[src/rtl/acc_offload_tracker.sv]
// acc_offload_tracker: tags core offloads with a free table slot and maps responses back to rd; ACC_OFFLOAD_TRACKER_RSP_SPILL_EN adds a 2-entry response spill.
// Request path is combinational and stalls while the table is full; the response path is combinational, or has 1 cycle of latency with the spill.
package acc_pkg;
  parameter int AccAddrWidth = 32;
endpackage

module acc_offload_tracker #(
  parameter int NumOutstanding = 4,
  parameter int AccAddrWidth   = acc_pkg::AccAddrWidth,
  parameter int DataWidth      = 32
) (
  input  logic                                  clk_i,
  input  logic                                  rst_i,
  input  logic                                  core_q_valid_i,
  output logic                                  core_q_ready_o,
  input  logic [AccAddrWidth-1:0]               core_q_addr_i,
  input  logic [31:0]                           core_q_data_op_i,
  input  logic [DataWidth-1:0]                  core_q_data_arga_i,
  input  logic [DataWidth-1:0]                  core_q_data_argb_i,
  input  logic [DataWidth-1:0]                  core_q_data_argc_i,
  input  logic [4:0]                            core_q_rd_i,
  output logic                                  core_p_valid_o,
  input  logic                                  core_p_ready_i,
  output logic [DataWidth-1:0]                  core_p_data_o,
  output logic [4:0]                            core_p_rd_o,
  output logic                                  core_p_error_o,
  output logic                                  acc_q_valid_o,
  input  logic                                  acc_q_ready_i,
  output logic [AccAddrWidth-1:0]               acc_q_addr_o,
  output logic [31:0]                           acc_q_data_op_o,
  output logic [DataWidth-1:0]                  acc_q_data_arga_o,
  output logic [DataWidth-1:0]                  acc_q_data_argb_o,
  output logic [DataWidth-1:0]                  acc_q_data_argc_o,
  output logic [4:0]                            acc_q_id_o,
  input  logic                                  acc_p_valid_i,
  output logic                                  acc_p_ready_o,
  input  logic [DataWidth-1:0]                  acc_p_data_i,
  input  logic [4:0]                            acc_p_id_i,
  output logic [$clog2(NumOutstanding+1)-1:0]   outstanding_o
);
  localparam int IdxW = $clog2(NumOutstanding);
  localparam int CntW = $clog2(NumOutstanding+1);

  logic [NumOutstanding-1:0] valid_q, valid_d;
  logic [4:0]                rd_q [NumOutstanding];
  logic [4:0]                rd_d [NumOutstanding];
  logic [CntW-1:0]           cnt_q, cnt_d;

  logic            has_free;
  logic [IdxW-1:0] alloc_idx;
  logic            alloc_fire;
  logic            rsp_known;
  logic [4:0]      rsp_rd;
  logic            rsp_hs;
  logic            rel_fire;

  // Descending scan so the lowest free index wins; uses registered state only.
  always_comb begin
    has_free  = 1'b0;
    alloc_idx = '0;
    for (int i = NumOutstanding - 1; i >= 0; i--) begin
      if (!valid_q[i]) begin
        has_free  = 1'b1;
        alloc_idx = IdxW'(i);
      end
    end
  end

  // Out-of-range ids never match any slot, so they fall out as unknown.
  always_comb begin
    rsp_known = 1'b0;
    rsp_rd    = '0;
    for (int i = 0; i < NumOutstanding; i++) begin
      if (acc_p_id_i == 5'(i) && valid_q[i]) begin
        rsp_known = 1'b1;
        rsp_rd    = rd_q[i];
      end
    end
  end

  assign acc_q_valid_o     = core_q_valid_i & has_free;
  assign core_q_ready_o    = acc_q_ready_i & has_free;
  assign acc_q_addr_o      = core_q_addr_i;
  assign acc_q_data_op_o   = core_q_data_op_i;
  assign acc_q_data_arga_o = core_q_data_arga_i;
  assign acc_q_data_argb_o = core_q_data_argb_i;
  assign acc_q_data_argc_o = core_q_data_argc_i;
  assign acc_q_id_o        = 5'(alloc_idx);
  assign alloc_fire        = core_q_valid_i & acc_q_ready_i & has_free;
  assign rel_fire          = rsp_hs & rsp_known;
  assign outstanding_o     = cnt_q;

`ifdef ACC_OFFLOAD_TRACKER_RSP_SPILL_EN
  typedef struct packed {
    logic [DataWidth-1:0] data;
    logic [4:0]           rd;
    logic                 err;
  } rsp_t;

  rsp_t       sp_q [2];
  rsp_t       sp_d [2];
  rsp_t       sp_head;
  logic       wr_ptr_q, wr_ptr_d;
  logic       rd_ptr_q, rd_ptr_d;
  logic [1:0] sp_cnt_q, sp_cnt_d;
  logic       sp_pop;

  // Ready depends only on buffer occupancy, never on core_p_ready_i.
  assign acc_p_ready_o  = (sp_cnt_q != 2'd2);
  assign rsp_hs         = acc_p_valid_i & acc_p_ready_o;
  assign core_p_valid_o = (sp_cnt_q != 2'd0);
  assign sp_pop         = core_p_valid_o & core_p_ready_i;
  assign sp_head        = sp_q[rd_ptr_q];
  assign core_p_data_o  = sp_head.data;
  assign core_p_rd_o    = sp_head.rd;
  assign core_p_error_o = sp_head.err;

  always_comb begin
    sp_d     = sp_q;
    wr_ptr_d = wr_ptr_q;
    rd_ptr_d = rd_ptr_q;
    if (rsp_hs) begin
      sp_d[wr_ptr_q] = '{data: acc_p_data_i, rd: rsp_rd, err: ~rsp_known};
      wr_ptr_d       = ~wr_ptr_q;
    end
    if (sp_pop) begin
      rd_ptr_d = ~rd_ptr_q;
    end
    sp_cnt_d = sp_cnt_q + 2'(rsp_hs) - 2'(sp_pop);
  end

  always_ff @(posedge clk_i or posedge rst_i) begin
    if (rst_i) begin
      sp_q[0]  <= '0;
      sp_q[1]  <= '0;
      wr_ptr_q <= 1'b0;
      rd_ptr_q <= 1'b0;
      sp_cnt_q <= '0;
    end else begin
      sp_q     <= sp_d;
      wr_ptr_q <= wr_ptr_d;
      rd_ptr_q <= rd_ptr_d;
      sp_cnt_q <= sp_cnt_d;
    end
  end
`else
  // Valid is masked in reset so a stale acc_p_valid_i cannot leak through.
  assign core_p_valid_o = acc_p_valid_i & ~rst_i;
  assign core_p_data_o  = acc_p_data_i;
  assign core_p_rd_o    = rsp_rd;
  assign core_p_error_o = ~rsp_known;
  assign acc_p_ready_o  = core_p_ready_i;
  assign rsp_hs         = acc_p_valid_i & core_p_ready_i;
`endif

  // Alloc and release never hit the same slot: alloc only picks a free one.
  always_comb begin
    valid_d = valid_q;
    rd_d    = rd_q;
    for (int i = 0; i < NumOutstanding; i++) begin
      if (rel_fire && acc_p_id_i == 5'(i)) begin
        valid_d[i] = 1'b0;
      end
    end
    if (alloc_fire) begin
      valid_d[alloc_idx] = 1'b1;
      rd_d[alloc_idx]    = core_q_rd_i;
    end
    cnt_d = cnt_q + CntW'(alloc_fire) - CntW'(rel_fire);
  end

  always_ff @(posedge clk_i or posedge rst_i) begin
    if (rst_i) begin
      valid_q <= '0;
      cnt_q   <= '0;
      for (int i = 0; i < NumOutstanding; i++) begin
        rd_q[i] <= '0;
      end
    end else begin
      valid_q <= valid_d;
      rd_q    <= rd_d;
      cnt_q   <= cnt_d;
    end
  end

endmodule

[config.mk]
export PLATFORM = sky130hd
export DESIGN_NAME = acc_offload_tracker
export DESIGN_NICKNAME = d
export VERILOG_FILES = /design/src/rtl/acc_offload_tracker.sv
export SDC_FILE = /design/constraint.sdc
export NUM_CORES = 1
export LEC_CHECK = 0
export CORE_AREA = 5 5 160 162
export CTS_CLUSTER_SIZE = 8
export DETAILED_ROUTE_END_ITERATION = 8
export DIE_AREA = 0 0 165 167
export PLACE_DENSITY_LB_ADDON = 0.08
export SETUP_SLACK_MARGIN = 0.15
export SLEW_MARGIN = 20
export SYNTH_ARGS = -nofsm -noshare
export SYNTH_HDL_FRONTEND = slang
export SYNTH_SLANG_ARGS = --single-unit
[constraint.sdc]
create_clock -name clk_i -period 3.9 [get_ports clk_i]
set_input_delay 0.585 -clock clk_i [delete_from_list [all_inputs] [get_ports clk_i]]
set_output_delay 0.585 -clock clk_i [all_outputs]
set_load 0.02 [all_outputs]
==> metrics.md, run 1 <==
| Metric | Value |
|---|---|
| Status | `finished, final reports clean` |
| Die width | `165 µm` |
| Drc violations | `0` |
| Combinational share of power | `between 30% and 40%` |
| Post-Place Cell Area | `roughly 2100 µm²` |
| Worst Hold Class | `register to register` |
| Core area | `23960 µm²` |
| Vias in the first global route | `1420` |
| Setup TNS | `0 ns` |
| Tcrit/Tclk final | `89.68%` |
| CTS Buf Count | `3` |
| Critical Path Source Type | `primary input` |
| Total die area | `roughly 28000 µm²` |
| Switching pwr | `0.0003112 W` |
| Yosys cell types | `33` |
| Layout Area Growth over Synthesis | `-23.08%` |
| #FFs+latches synth | `27` |
| Fmax | `285.9 MHz` |
| Avg Cell Area, Syn | `9.169 µm²` |
| RR Startpoint | `valid_q[1]` |
| Max rail drop VDD | `approximately 0.14 mV` |
| Mapped Cells | `308` |
| Top cells by area, synth | `buf_4 (52%), dfrtp_1 (24%), mux2_2 (8.0%)` |
| Worst Slack Setup Final | `0.4025 ns` |
| Final slew viol count | `0` |
| Top sig layer | `met5` |
| Dpl hpwl | `roughly 10000 µm` |
| WS Path Type | `primary input to primary output` |
| Tmin final | `3.498 ns` |
| Final Hold Slack | `0.5092 ns` |
| Sequential area share after synthesis | `23.93%` |
| Final ANT Viol Nets | `0` |
| Post-synth top area cell | `buf_4` |
| Starting Density | `approximately an eighth` |
| WP data required | `3.31 ns` |
| Die Y | `167 µm` |
| Critical Path AT | `2.91 ns` |
| Slew Limit Headroom | `roughly 56%` |
| Standard-cell rows | `57` |
| Max incr delay on CP | `0.63 ns` |
| Hold_sp | `rd_q[15]` |
| Maximum buffer depth of the clock tree | `2` |
| Vias per cell | `2.722` |
| Worst path cell trace | `clkdlybuf4s50_1 -> nor4_2 -> buf_4 -> and3b_1 -> buf_4 -> a222oi_1 -> a21oi_1 -> clkdlybuf4s50_1` |
| Critical Path End Type | `primary output` |
| Design Area, Final | `2172 µm²` |
| Largest net degree at the start of global routing | `28` |
| Maxcap violations | `0` |
| Register-to-register setup slack | `roughly 1.3 ns` |
| H-tree depth | `1` |
| # nets final | `362` |
| First-pass GRT wire length | `14350 µm` |
| Root Buffer | `clkbuf_16` |
| DR vias | `1290` |
| Ports | `between 400 and 500` |
| Post-CTS setup buffer count | `0` |
| Initial antenna violation count | `0` |
| Dpl ws | `between 0.3 and 0.4 ns` |
| Synth Flop Type | `dfrtp_1` |
| Fill cells | `2827` |
| Post-layout util | `a little under a tenth` |
| Critical Path Fanout Max | `5` |
| Register area | `675.6 µm²` |
| Post-cts resize count | `0` |
| Async S/R FF share, synth | `100.0%` |
| WL final | `11630 µm` |
| Share of cells above drive strength 1 | `22.00%` |
| Final hold viol count | `0` |
| Latest clock arrival within the worst-skew pair | `0.27 ns` |
| Synth Cell Area | `2824 µm²` |
| GP Congestion | `approximately 0.64` |
| Clock power share | `25.8%` |
| WP buf/inv | `4` |
| EDFF count, synth | `0` |
| DRT met1 WL | `around 2200 µm` |
| RSZ-0062 raised after global routing | `no` |
| Yosys warns | `0` |
| Leak Pwr | `0.7718 nW` |
| Setup Skew | `0.008132 ns` |
| Met3 WL post-DR | `2589 µm` |
| Ant diodes | `0` |
| P per Cell Area | `roughly 450 nW/µm²` |
| Sw Ratio | `31.51%` |
| Area of the multi-input gates | `651.9 µm²` |
| Family with the most delay on the worst path | `buffers and inverters` |
| Int Power | `approximately 0.00068 W` |
| CTS tree | `built` |
| Gr ovfl total | `0` |
| Post-synth top area share | `a little over half` |
| DRT iter0 DRCs | `43` |
| DR WL met2 | `6389 µm` |
| Reg clk slew, reported paths | `0.07 ns` |
| Setup violations, final | `0` |
| Hold_buf cts | `0` |
| Clk sinks | `27` |
| Portion of total power attributed to sequential cells | `between 40% and 50%` |
| Crit-path slowest cell | `clkdlybuf4s50_1` |
| Gr usage total | `7.767%` |
| PortBufs | `30` |
| Drt pass-1 iters | `4` |
| CP startpoint | `acc_p_id_i[3]` |
| Slew @ Worst Pin | `0.6536 ns` |
| Wire per inst | `between 20 and 25 µm` |
registers in the layout, summed over array words and instances (netlist names):
name	flops
outstanding_o	3
rd_q	20
valid_q	4
power groups by stage:
stage	sequential [W]	clock (W)	combinational, W
finish	0.000426	0.000254	0.000307
global route	0.000440	0.000281	0.000339
CTS	0.000429	0.000275	0.000318
detailed placement	0.000436	0	0.000317
global placement	0.000439	0	0.000322
floorplan	0.000432	0	0.000459
layer usage:
layer  track usage (%)  vias to the layer above
met4             2.676                        2
met5             2.182                        -
li1                  -                      493
met2             14.97                      186
met3             7.341                       31
met1             4.509                      578
Yosys cell counts, types with 2 or more instances:
master / count
buf_4: 196
dfrtp_1: 27
mux2_2: 20
nor2_1: 7
a21oi_1: 6
inv_1: 5
nand2_1: 4
a222oi_1: 3
a31oi_1: 3
nand3_1: 3
a211oi_1: 2
and2_1: 2
and3_1: 2
buf_2: 2
ha_1: 2
nand3b_1: 2
nand4_1: 2
nor4_2: 2
o21ai_0: 2
o221ai_1: 2
xnor2_1: 2
worst paths after layout:
check                                         to  cells past startpoint
worst max-delay path              core_p_rd_o[0]                      8
worst min-delay path                    rd_q[15]                      1
worst max register to register  outstanding_o[2]                      9
worst min register to register          rd_q[15]                      1
max in group asynchronous             valid_q[1]                      3
min in group asynchronous             valid_q[3]                      3
cells by family (layout without fill, tap and decap cells):
| kind of cell | count (synthesis) | count (layout) | synth area share [%] |
|---|---|---|---|
| AND/OR/NAND/NOR | 30 | 30 | 7.310 |
| AO/OA/AOI/OAI | 21 | 21 | 5.184 |
| adder cells (fa/ha/maj) | 3 | 3 | 1.595 |
| flip-flops | 27 | 27 | 23.93 |
| other | 1 | 3 | 0.1328 |
| XOR/XNOR | 2 | 2 | 0.6204 |
| multiplexers | 20 | 20 | 7.975 |
| buffers and inverters | 204 | 44 | 53.26 |
through the flow:
stage	power, W	instances
global placement	0.0007612	470
floorplan	0.0008911	310
detailed placement	0.0007529	470
global route	0.001059	474
finish	0.0009874	474
CTS	0.001023	474
layout make-up:
| class | instances | share of cell area, % |
|---|---|---|
| Sequential cell | 27 | 31.11 |
| Multi-Input combinational cell | 79 | 30.01 |
| Tap cell | 324 | 18.66 |
| Timing Repair Buffer | 35 | 15.55 |
| Clock buffer | 3 | 3.456 |
| Inverter | 5 | 0.8641 |
| Clock inverter | 1 | 0.3456 |
cell usage in the layout, fill, tap and decap left out:
cell             count
inv_1                5
nand2b_1             1
nand4b_1             1
fa_1                 1
nand2_1              4
and3_1               2
o21ai_0              2
o221ai_1             2
ha_1                 2
a21oi_1              6
nor3b_4              1
buf_4                5
dfrtp_1             27
nand4_1              2
conb_1               3
a211oi_1             2
nor2b_1              1
o32a_1               1
nor4b_4              1
a21boi_0             1
and3b_1              1
and2_1               2
o211ai_1             1
xnor2_1              2
nor2_1               7
a222oi_1             3
clkinvlp_4           1
nand3_1              3
clkdlybuf4s50_1     30
mux2_2              20
clkbuf_16            3
nand3b_1             2
nor4_2               2
a31oi_1              3
No activity file was read; power rests on OpenSTA's default activity.
==> run 2: changes to the inputs <==
Settings changed: HOLD_SLACK_MARGIN from default to 0.06.
==> results of run 2 <==
Final layout, timing and power as in run 1 (identical DEF).
